### config.mk
export PLATFORM = sky130hd
export DESIGN_NAME = shift_ser_ctrl_flat
export DESIGN_NICKNAME = d
export VERILOG_FILES = /design/src/rtl/shift_ser_ctrl_pkg.sv /design/src/rtl/shift_ser_ctrl_if.sv /design/src/rtl/shift_ser_ctrl_shift_reg.sv /design/src/rtl/shift_ser_ctrl.sv /design/src/flat_wrapper.sv
export SDC_FILE = /design/constraint.sdc
export NUM_CORES = 1
export LEC_CHECK = 0
export BUFFER_PORTS_ARGS = -buffer_cell sky130_fd_sc_hd__buf_2
export CAP_MARGIN = 20
export CORE_MARGIN = 8
export CORE_UTILIZATION = 46
export CTS_CLUSTER_DIAMETER = 30
export DETAILED_ROUTE_END_ITERATION = 10
export PLACE_DENSITY = 0.82
export REMOVE_ABC_BUFFERS = 1
export SYNTH_ARGS = -nofsm -noshare
export SYNTH_HDL_FRONTEND = slang
export SYNTH_HIERARCHICAL = 1
export SYNTH_SLANG_ARGS = --single-unit
### constraint.sdc
create_clock -name clk -period 1.8 [get_ports clk]
set_input_delay 0.27 -clock clk [delete_from_list [all_inputs] [get_ports clk]]
set_output_delay 0.27 -clock clk [all_outputs]
set_load 0.05 [all_outputs]
### src/rtl/shift_ser_ctrl_pkg.sv
// Shared types and defaults for the serializer controller slice.
// Holds the FSM state encoding and the default word/counter sizes.
package shift_ser_pkg;

    localparam int WIDTH_DEFAULT  = 4;
    localparam int WCNT_W_DEFAULT = 16;

    typedef enum logic [0:0] {
        IDLE  = 1'b0,
        SHIFT = 1'b1
    } state_t;

    // Last bit of a word is reached when exactly one bit remains.
    function automatic logic is_last_bit(input logic [31:0] remaining);
        return (remaining == 32'd1);
    endfunction

endpackage

### src/rtl/shift_ser_ctrl_if.sv
// Word-in / bit-out handshake bundle of the serializer controller.
// The slave side is the controller; the master side is the producer/consumer pair.
interface shift_ser_ctrl_if
    import shift_ser_pkg::*;
#(
    parameter int WIDTH = WIDTH_DEFAULT
) ();

    logic             in_valid;
    logic             in_ready;
    logic [WIDTH-1:0] in_data;
    logic             ser_valid;
    logic             ser_ready;
    logic             ser_bit;
    logic             ser_last;

    modport master (
        output in_valid,
        output in_data,
        output ser_ready,
        input  in_ready,
        input  ser_valid,
        input  ser_bit,
        input  ser_last
    );

    modport slave (
        input  in_valid,
        input  in_data,
        input  ser_ready,
        output in_ready,
        output ser_valid,
        output ser_bit,
        output ser_last
    );

endinterface

### src/rtl/shift_ser_ctrl_shift_reg.sv
// WIDTH-bit right shift register with zero fill.
// Synchronous clear beats parallel load, which beats shift.
module shift_reg_n
    import shift_ser_pkg::*;
#(
    parameter int WIDTH = WIDTH_DEFAULT
) (
    input  logic             clk,
    input  logic             areset,
    input  logic             load,
    input  logic             ena,
    input  logic [WIDTH-1:0] data,
    output logic [WIDTH-1:0] q
);

    logic [WIDTH-1:0] q_r;

    // Shift register storage: clear, load, shift or hold
    always_ff @(posedge clk) begin
        if (areset) begin
            q_r <= {WIDTH{1'b0}};
        end else if (load) begin
            q_r <= data;
        end else if (ena) begin
            q_r <= {1'b0, q_r[WIDTH-1:1]};
        end else begin
            q_r <= q_r;
        end
    end

    assign q = q_r;

endmodule

### src/rtl/shift_ser_ctrl.sv
// Serializer controller: accepts parallel words and streams them LSB-first
// with independent valid/ready on both sides and no bubble between words.
module shift_ser_ctrl
    import shift_ser_pkg::*;
#(
    parameter int WIDTH  = WIDTH_DEFAULT,
    parameter int CNT_W  = $clog2(WIDTH + 1),
    parameter int WCNT_W = WCNT_W_DEFAULT
) (
    input  logic               clk,
    input  logic               areset,
    input  logic               flush,
    shift_ser_ctrl_if.slave    bus,
    output logic               busy,
    output logic [WCNT_W-1:0]  words_sent
);

    localparam logic [CNT_W-1:0]  CNT_FULL  = CNT_W'(WIDTH);
    localparam logic [CNT_W-1:0]  CNT_ONE   = CNT_W'(1'b1);
    localparam logic [WCNT_W-1:0] WCNT_ONE  = WCNT_W'(1'b1);

    state_t              state_r;
    state_t              state_nxt_s;
    logic [CNT_W-1:0]    bit_cnt_r;
    logic [CNT_W-1:0]    bit_cnt_nxt_s;
    logic [WCNT_W-1:0]   words_sent_r;
    logic [WCNT_W-1:0]   words_nxt_s;

    logic                shifting_s;
    logic                last_s;
    logic                bit_hs_s;
    logic                in_ready_s;
    logic                accept_s;
    logic                sr_clr_s;
    logic [WIDTH-1:0]    sr_q_s;
    logic                sr_unused_s;

    assign shifting_s = (state_r == SHIFT);
    assign last_s     = is_last_bit(32'(bit_cnt_r));
    assign bit_hs_s   = shifting_s & bus.ser_ready;

    // Ready is withheld while reset or flush is pending so no word is lost to the clear.
    assign in_ready_s = ~areset & ~flush &
                        ((state_r == IDLE) | (shifting_s & last_s & bus.ser_ready));
    assign accept_s   = in_ready_s & bus.in_valid;
    assign sr_clr_s   = areset | flush;

    shift_reg_n #(
        .WIDTH (WIDTH)
    ) u_shift_reg (
        .clk    (clk),
        .areset (sr_clr_s),
        .load   (accept_s),
        .ena    (bit_hs_s),
        .data   (bus.in_data),
        .q      (sr_q_s)
    );

    // Only q[0] leaves the block; upper bits just move toward it.
    assign sr_unused_s = ^sr_q_s[WIDTH-1:1];

    // Next-state, remaining-bit count and word count
    always_comb begin
        state_nxt_s   = state_r;
        bit_cnt_nxt_s = bit_cnt_r;
        words_nxt_s   = words_sent_r;
        if (flush) begin
            state_nxt_s   = IDLE;
            bit_cnt_nxt_s = {CNT_W{1'b0}};
        end else begin
            case (state_r)
                IDLE: begin
                    if (accept_s) begin
                        state_nxt_s   = SHIFT;
                        bit_cnt_nxt_s = CNT_FULL;
                    end else begin
                        state_nxt_s   = IDLE;
                    end
                end
                SHIFT: begin
                    if (bit_hs_s && last_s) begin
                        words_nxt_s = words_sent_r + WCNT_ONE;
                        if (accept_s) begin
                            state_nxt_s   = SHIFT;
                            bit_cnt_nxt_s = CNT_FULL;
                        end else begin
                            state_nxt_s   = IDLE;
                            bit_cnt_nxt_s = bit_cnt_r - CNT_ONE;
                        end
                    end else if (bit_hs_s) begin
                        bit_cnt_nxt_s = bit_cnt_r - CNT_ONE;
                    end else begin
                        state_nxt_s   = SHIFT;
                    end
                end
                default: begin
                    state_nxt_s   = IDLE;
                    bit_cnt_nxt_s = {CNT_W{1'b0}};
                end
            endcase
        end
    end

    // Controller state registers
    always_ff @(posedge clk) begin
        if (areset) begin
            state_r      <= IDLE;
            bit_cnt_r    <= {CNT_W{1'b0}};
            words_sent_r <= {WCNT_W{1'b0}};
        end else begin
            state_r      <= state_nxt_s;
            bit_cnt_r    <= bit_cnt_nxt_s;
            words_sent_r <= words_nxt_s;
        end
    end

    assign bus.in_ready  = in_ready_s;
    assign bus.ser_valid = shifting_s;
    assign bus.ser_bit   = sr_q_s[0];
    assign bus.ser_last  = shifting_s & last_s;
    assign busy          = shifting_s;
    assign words_sent    = words_sent_r;

endmodule
### src/flat_wrapper.sv
// flat-port wrapper written by rule: the top's interface ports become plain ports
module shift_ser_ctrl_flat import shift_ser_pkg::*;
#(
    parameter int WIDTH  = WIDTH_DEFAULT,
    parameter int CNT_W  = $clog2(WIDTH + 1),
    parameter int WCNT_W = WCNT_W_DEFAULT
)
  (clk, areset, flush, busy, words_sent, bus_in_valid, bus_in_data, bus_ser_ready, bus_in_ready, bus_ser_valid, bus_ser_bit, bus_ser_last);
  shift_ser_ctrl_if #(.WIDTH(WIDTH)) bus_i ();
  input  logic clk;
  input  logic areset;
  input  logic flush;
  output logic busy;
  output logic [WCNT_W-1:0] words_sent;
  input wire logic [$bits(bus_i.in_valid)-1:0] bus_in_valid;
  input wire logic [$bits(bus_i.in_data)-1:0] bus_in_data;
  input wire logic [$bits(bus_i.ser_ready)-1:0] bus_ser_ready;
  output wire logic [$bits(bus_i.in_ready)-1:0] bus_in_ready;
  output wire logic [$bits(bus_i.ser_valid)-1:0] bus_ser_valid;
  output wire logic [$bits(bus_i.ser_bit)-1:0] bus_ser_bit;
  output wire logic [$bits(bus_i.ser_last)-1:0] bus_ser_last;
  assign bus_i.in_valid = bus_in_valid;
  assign bus_i.in_data = bus_in_data;
  assign bus_i.ser_ready = bus_ser_ready;
  assign bus_in_ready = bus_i.in_ready;
  assign bus_ser_valid = bus_i.ser_valid;
  assign bus_ser_bit = bus_i.ser_bit;
  assign bus_ser_last = bus_i.ser_last;
  shift_ser_ctrl #(.WIDTH(WIDTH), .CNT_W(CNT_W), .WCNT_W(WCNT_W)) u_core (.clk(clk), .areset(areset), .flush(flush), .bus(bus_i), .busy(busy), .words_sent(words_sent));
endmodule
======== Word-level counts from Yosys, hierarchy flattened ========
Index checks and enable logic that the tools add are counted.
storage, ports and cells
  flip-flop bits (word level) ............. 24
  input port bits ......................... 9
  output and inout port bits .............. 21
  word-level logic and storage cells ...... 35
cells by class
  add/sub/neg operators ................... 2
  equal/unequal tests ..................... 3
  muxes and demuxes ....................... 10
  bitwise gates (word level) .............. 11
  reduce and logical (&&, ||, !) cells .... 5
operators by type and width
  operator                                                                  count
  16-bit by 1-bit adder with 16-bit output (second input constant)          1
  3-bit 2-to-1 mux                                                          4
  4-bit 2-to-1 mux                                                          2
  1-bit AND                                                                 6
  3-bit case mux with 2 select lines                                        1
  3-bit by 1-bit == test with 1-bit output (second input constant)          1
  3-bit inequality test (second input constant)                             1
  1-bit inverter                                                            3
  3-bit AND reduction                                                       1
  3-bit by 1-bit subtractor with 3-bit output (second input constant)       1
  1-bit 2-to-1 mux                                                          2
  2-bit by 1-bit inequality test with 1-bit output (second input constant)  1
  1-bit bitwise OR                                                          2
  1-bit case mux with 2 select lines                                        1
  2-bit AND reduction                                                       1
  2-bit nonzero test                                                        1
  2-bit OR reduction                                                        1
  1-bit logical AND                                                         1

======== Longest topological paths before layout ========
Gate-level depths: netlist (run 1).
  depth after elaboration ................. 9
  mapped depth ............................ 8
  gate-level depth less buffers ........... 7

======== Hierarchy ========
The synthesis (run 1) kept the hierarchy.
by module, submodules not included
  module          times used  cells an instance  area an instance (um2)  seq. area each (um2)
  shift_ser_ctrl  1           122                1033.5                  400.4
  shift_reg_n     1           17                 172.7                   80.1

======== Worst setup path after synthesis (run 1) ========
No wires, ideal clock.
  path kind ............................... reg2reg
  start point ............................. reg u_core.state_r, in the netlist u_core/bus.ser_valid
  end point ............................... reg u_core.words_sent_r[13], in the netlist u_core/words_sent[13]
  setup time .............................. 121 ps
  data arrival time ....................... 2178 ps
  required time ........................... 1679 ps
  slack ................................... -499 ps
  cell stages (with the launch flop) ...... 7
  path buffers ............................ 2
  period minus slack after synthesis ...... 2299 ps
  cells stage by stage .................... dfxtp_1 > clkbuf_8 > nand2_1 > or4_1 > clkbuf_2 > nor3_1 > mux2_2
between the ends
  longest elaborated chain between the ends .. 3
RTL lines
  what                                      RTL line               RTL
  start: declaration                        shift_ser_ctrl.sv:22   state_t state_r;
  start signal: assignment                  shift_ser_ctrl.sv:111  state_r <= state_nxt_s;
  1-bit AND                                 shift_ser_ctrl.sv:40   assign bit_hs_s = shifting_s & bus.ser_ready;
  1-bit logical AND                         shift_ser_ctrl.sv:81   if (bit_hs_s && last_s) begin
  3-bit AND reduction (no source line) (*)  n/a
  end signal: assignment                    shift_ser_ctrl.sv:109  words_sent_r <= {WCNT_W{1'b0}};
  end signal: assignment                    shift_ser_ctrl.sv:113  words_sent_r <= words_nxt_s;
  end: declaration                          shift_ser_ctrl.sv:26   logic [WCNT_W-1:0] words_sent_r;
Mark *: on every way between the ends. The rest lies on a longest branch, timed or not.
A chain may end at the register's enable or synchronous reset.

======== Worst setup path in the final report (run 1) ========
  start point ............................. reg u_core.bit_cnt_r[1]
  end point ............................... reg u_core.words_sent_r[9], in the netlist u_core/words_sent[9]
between the ends
  longest elaborated chain between the ends .. 3
RTL lines
  what                                      RTL line                  RTL
  start: declaration                        shift_ser_ctrl.sv:24      logic [CNT_W-1:0] bit_cnt_r;
  start signal: assignment                  shift_ser_ctrl.sv:108     bit_cnt_r <= {CNT_W{1'b0}};
  start signal: assignment                  shift_ser_ctrl.sv:112     bit_cnt_r <= bit_cnt_nxt_s;
  3-bit by 1-bit == test with 1-bit output  shift_ser_ctrl_pkg.sv:15  return (remaining == 32'd1);
  1-bit logical AND                         shift_ser_ctrl.sv:81
  3-bit AND reduction (no source line)      n/a
Every way passes these cells.

==> run_results.csv, run 1 <==
group,metric,value,unit
synthesis,netlist_instances,139,
cells_and_area,multi_input_area,686,µm²
worst_setup_path,critPathKind,"reg2reg",
routing,final_antenna_net_count,0,
cells_and_area,seqCellArea,484,µm²
synthesis,postSynthAreaPerCell,8.68,µm²
clocking,clockRootBuffer,"clkbuf_4",
worst_setup_path,arrival,2.08,ns
sta,worst_slack,-0.00230,ns
min_path,min_from,"bus_in_data[3]",
worst_setup_path,required,2.08,ns
sta,drv_slew,0,
synthesis,yosys.area.top_type,"dfxtp_1",
clocking,clockBufferDepth,2,
synthesis,synth.distinct_cells,34,
worst_setup_path,r2r-end,"u_core/words_sent[9]",
place,gp_congestion,0.737,
power_and_ir_drop,power_density,559,mW/mm²
routing,drc_errors,0,
routing,drt-wirelength-per-cell,13.8,µm
cells_and_area,fill_cells,213,
place,post-place-cells,214,
grt,grt_pass1_vias,1166,
synthesis,netlist_area,0.00121,mm²
grt,grt_busiest_layer,"met2",
floorplan,initial_core_util,48.7,%
synthesis,seq_area_frac_synth,39.8,%
grt,gr-usage-met1,16.2,%
outcome,violations,"negative setup slack",
power_and_ir_drop,power.total,917,µW
clocking,path_clk_slew,0.14,ns
worst_setup_path,critPathLaunchType,"flip-flop",
power_and_ir_drop,ir_drop,0.537,mV
job,drv_cap,0,
clocking,clock_sinks,24,
cells_and_area,syn_to_final_growth,36.1,%
synthesis,synth_common_cells,"24 x dfxtp_1, 15 x nor2_1, 9 x xnor2_1",
grt,grt_pass1_wl,5200,µm
sta,hold_viol,0,
sta,grt_setup_unrepaired,"true",
cells_and_area,num_antenna_cells,0,
floorplan,dieHeight,67.2,µm
clocking,ctsHoldBuffers,0,
sta,min_period,1.80,ns
routing,initialDrtViolationCount,66,
outcome,status,"complete, but fails checks",
clocking,cts_buffers,3,
place,portBuffers,29,
synthesis,synth_seq_cells,24,
sta,setup_viol,1,
min_path,min_path_cells,3,
synthesis,yosys_most_used_dff,"dfxtp_1",
routing,viasPerCell,5.20,
clocking,cts_tree,"yes",
sta,worst_slew_pin_slew,0.295,ns
min_path,whs_endpoint,"u_core/u_shift_reg/q[3]",
sta,maxSlewHeadroom,80.1,%
synthesis,synth_edf_count,0,
sta,maxClockFrequency,555,MHz
grt,grt_overflow_total,0,
sta,setup_tns,-0.00230,ns
worst_setup_path,worst-r2r-cell-count,7,
synthesis,yosysWarnings,6,
grt,gr-usage-met3,3.48,%
routing,wl,3070,µm
sta,worst_clock_skew,0.00625,ns
floorplan,die_x,67.2,µm
synthesis,synth_top_area_share,39.8,%
clocking,htree_levels,1,
grt,grt_max_degree,21,
clocking,insertion_delay,0.32,ns
place,dp_hpwl,2320,µm
worst_setup_path,crit_fanout,4,
grt,antenna_found_initial,0,
sta,final_min_period_over_clock_period,100,%
floorplan,io_pins,30,
grt,use_met2,26.2,%
grt,grt_usage,14.3,%
floorplan,rows,18,
worst_setup_path,end_kind,"flip-flop",
routing,drt_first_pass_iters,4,
routing,vias,1154,
cells_and_area,drive_above_1_share,40.1,%
worst_setup_path,r2r_slack,-0.002,ns
floorplan,dieArea,0.00452,mm²
cells_and_area,stdcell_count,222,
synthesis,async_flop_share,0,%
synthesis,synthTopCellsByArea,"dfxtp_1 40%, xnor2_1 6.5%, nor2_1 4.7%, a211oi_1 3.7%, a21oi_1 3.3%",
power_and_ir_drop,p_leak,0.686,nW
worst_setup_path,r2r-start,"u_core/bit_cnt_r[1]",
synthesis,yosysMostFrequentCell,"dfxtp_1",
cells_and_area,nNetsFinal,205,
min_path,worstHoldPathType,"in2reg",
floorplan,core,0.00248,mm²
-- flip-flops by register name, summed over array words and instances (netlist names) --
name	cells
u_core/u_shift_reg/q	4
u_core/bus.ser_valid	1
u_core/bit_cnt_r	3
u_core/words_sent	16
-- area by class of cell --
class	instances	share of cell area (%)
inverters	7	1.60
clock buffers	4	2.21
flip-flops and latches	24	29.5
multi-input cells	101	41.8
well taps	30	2.29
repair buffers	56	22.6
-- worst max-delay path by stage --
stage,slack [ns],to,startpoint
6_report,-0.002,u_core/words_sent[9],u_core/bit_cnt_r[1]
2_1_floorplan,-0.85,u_core/words_sent[13],u_core/bus.ser_valid
4_1_cts,0.003,u_core/words_sent[13],u_core/bit_cnt_r[0]
5_1_grt,-0.05,bus_in_ready,u_core/bit_cnt_r[1]
3_5_place_dp,-0.005,u_core/words_sent[9],u_core/bit_cnt_r[1]
3_3_place_gp,0.03,u_core/words_sent[11],u_core/bit_cnt_r[1]
-- cells in the final DEF (no fill, tap or decap), types with 4 or more instances in the layout --
master	n
buf_2	27
buf_4	25
dfxtp_1	21
nor2_1	15
xnor2_1	9
nand2_1	7
a21oi_1	7
inv_1	6
nor2b_1	6
a211oi_1	6
o21ai_0	5
nand3_1	5
nand4_1	4
nor3_1	4
mux2i_1	4
-- metal layers --
layer / share of wire [%] / vias to the layer above
met3: 6.5 / 3
met2: 49 / 29
met1: 44 / 528
met5: 0 / -
li1: - / 594
met4: 0.94 / 0
-- timing repair --
| item | in CTS | in global routing |
|---|---|---|
| setup buffers | 1 | 3 |
| gates resized for setup | 13 | 6 |
| pin swaps | 1 | 4 |
| setup endpoints to repair | 5 | 8 |
-- per-stage QoR --
step | worst slack, ns | util, % | hold slack [ns] | cell area (µm²)
after floorplan | -0.850 | - | 0.339 | 1160
after global placement | 0.0346 | 61.1 | 0.458 | 1510
after detailed placement | -0.00519 | 61.1 | 0.481 | 1510
after CTS | 0.00313 | 64.6 | 0.174 | 1600
after global routing | -0.0548 | 66.3 | 0.180 | 1640
final | -0.00230 | 66.3 | 0.178 | 1640
-- critical path: stages, from the launching register on --
cell and delay (ns):
dfxtp_2 0.35, inv_2 0.07, ha_4 0.14, nand2b_1 0.08, or4_4 0.54, buf_6 0.14, or4_4 0.40, nand2_1 0.06
-- power by group --
group          internal (mW)  switching, mW
sequential             0.536        0.00293
combinational         0.0329         0.0516
clock                  0.124          0.170
-- cells by family (layout without fill, tap and decap cells) --
logic type      after synthesis  after routing  share of synthesized area [%]
simple gates                 62             62                           28.6
flops                        24             24                           39.8
compound gates               21             21                           10.5
buf+inv                      14             67                           6.22
xor+xnor                      9              9                           6.54
mux                           6              6                           5.19
fa+ha+maj                     3              3                           3.11
Power figures use the tool's default switching activity.
==> inputs of run 2 (changes only) <==
Settings changed: SETUP_SLACK_MARGIN set to 0.1.
==> run_results.csv, run 2 (synthesized netlist as in run 1, its figures left out) <==
group,metric,value,unit
outcome,status,"complete, but fails checks",
outcome,violations,"negative setup slack",
power_and_ir_drop,power_density,536,mW/mm²
clocking,path_clk_slew,0.14,ns
cells_and_area,nNetsFinal,210,
clocking,clockBufferDepth,2,
sta,drv_slew,0,
sta,worst_slack,-0.00603,ns
worst_setup_path,end_kind,"flip-flop",
clocking,ctsHoldBuffers,0,
cells_and_area,fin_area,0.00170,mm²
power_and_ir_drop,power.total,912,µW
place,dp_hpwl,2320,µm
grt,grt_usage,14.6,%
sta,worst_clock_skew,0.00666,ns
routing,initialDrtViolationCount,62,
power_and_ir_drop,ir_drop,0.525,mV
place,gp_congestion,0.737,
worst_setup_path,critPathKind,"reg2reg",
power_and_ir_drop,p_clk_share,32.0,%
worst_setup_path,crit_chain,"inv_2 -> ha_4 -> nand2b_1 -> or4_4 -> buf_6 -> or4_4 -> nand2_1",
cells_and_area,largest_reg_flops,16,
sta,setup_viol,1,
cells_and_area,layout_common_cells,"31 x buf_4, 27 x buf_2, 17 x dfxtp_1",
clocking,clockRootBuffer,"clkbuf_4",
routing,viasPerCell,5.26,
cells_and_area,syn_to_final_growth,41.1,%
cells_and_area,num_antenna_cells,0,
worst_setup_path,cpMostUsedCell,"or4_4",
grt,antenna_found_initial,0,
cells_and_area,final_common_cell,"buf_4",
routing,vias,1194,
power_and_ir_drop,swShare,24.4,%
floorplan,rows,18,
job,drv_cap,0,
clocking,cts_buffers,3,
sta,grt_setup_unrepaired,"true",
floorplan,dieHeight,67.2,µm
grt,grt_pass1_wl,5280,µm
routing,drt_first_pass_iters,4,
sta,final_min_period_over_clock_period,100,%
power_and_ir_drop,p_int,690,µW
place,portBuffers,29,
clocking,htree_levels,1,
worst_setup_path,crit_slowest_cell,"or4_4",
worst_setup_path,crit_fanout,4,
cells_and_area,drive_above_1_share,45.2,%
floorplan,io_pins,30,
floorplan,dieArea,0.00452,mm²
sta,worst_slew_pin_slew,0.295,ns
routing,wl,3180,µm
worst_setup_path,arrival,2.08,ns
power_and_ir_drop,p_leak,0.717,nW
floorplan,core,0.00248,mm²
worst_setup_path,critPathLaunchType,"flip-flop",
min_path,worstHoldPathType,"in2reg",
floorplan,die_x,67.2,µm
floorplan,initial_core_util,48.7,%
routing,drc_errors,0,
grt,grt_overflow_total,0,
sta,maxClockFrequency,554,MHz
place,postPlaceCellArea,0.00151,mm²
power_and_ir_drop,p_sw,223,µW
grt,grt_max_degree,21,
routing,drt-wirelength-per-cell,14.0,µm
grt,grt_pass1_vias,1185,
sta,hold_viol,0,
worst_setup_path,max_stage_delay,0.54,ns
power_and_ir_drop,combPwrFrac,9.3,%
sta,min_period,1.81,ns
routing,final_antenna_net_count,0,
clocking,clock_sinks,24,
sta,maxSlewHeadroom,80.1,%
worst_setup_path,required,2.08,ns
power_and_ir_drop,pwr-share-seq,58.7,%
clocking,cts_tree,"yes",
clocking,insertion_delay,0.32,ns
## run 2: cell count changes in the layout (fill, tap and decap cells not counted)
cell     change
buf_4        +6
dfxtp_1      -4
dfxtp_2      +2
dfxtp_4      +2
buf_6        -1
nand3_1      -1
nand3_2      +1
or4_1        -1
or4_4        +1
xnor2_1      -1
xnor2_2      +1
## run 2: final cells by class
type                       instances  area (µm²)
tap                               30        37.5
fill                             204         776
multi-input combinational        101         702
timing repair buffer              61         405
inverter                           7        26.3
clock buffer                       4        36.3
sequential                        24         494
## run 2: path summary, 6_finish.rpt
kind,depth (start not counted),startpoint,to,slack (ns)
setup / recovery,7,u_core/bit_cnt_r[1],u_core/words_sent[11],-0.006
hold / removal,3,bus_in_data[3],u_core/u_shift_reg/q[3],0.18
setup reg to reg,7,u_core/bit_cnt_r[1],u_core/words_sent[11],-0.006
hold reg to reg,2,u_core/words_sent[15],u_core/words_sent[15],0.51
## run 2: worst max-delay path, delay by kind of cell, from the launching register on
family	cells	cell delay [ns]
adder cells (fa/ha/maj)	1	0.13
flip-flops	1	0.35
AND/OR/NAND/NOR	4	1.09
buffers and inverters	2	0.21
## run 2: repair_timing
item / in CTS / in global routing
pin swaps: 5 / 5
endpoints found under the setup margin: 9 / 12
gates resized for setup: 16 / 11
buffers inserted: 3 / 6
hold endpoints to repair: 0 / 0
## run 2: power groups by stage
stage / combinational [mW] / sequential, mW / clock (mW)
floorplan: 0.0306 / 0.561 / 0
global placement: 0.0754 / 0.550 / 0
detailed placement: 0.0786 / 0.550 / 0
CTS: 0.0833 / 0.539 / 0.296
global route: 0.0921 / 0.536 / 0.324
finish: 0.0852 / 0.535 / 0.292
## run 2: layer usage
layer  track usage [%]  share of wire (%)
met1              16.5                 42
met2              26.4                 50
met3              2.98                6.3
met4              5.48                1.4
met5                 0                  0
## run 2: stage by stage
stage          hold slack (ns)  cells  TNS (ns)  setup WS, ns  util [%]
2_1_floorplan            0.339    132     -9.30        -0.850         -
3_3_place_gp             0.458    214         0        0.0346      61.1
3_5_place_dp             0.481    214  -0.00519      -0.00519      61.1
4_1_cts                  0.174    221         0        0.0202      65.6
5_1_grt                  0.186    227    -0.133       -0.0470      68.7
6_report                 0.183    227  -0.00603      -0.00603      68.7
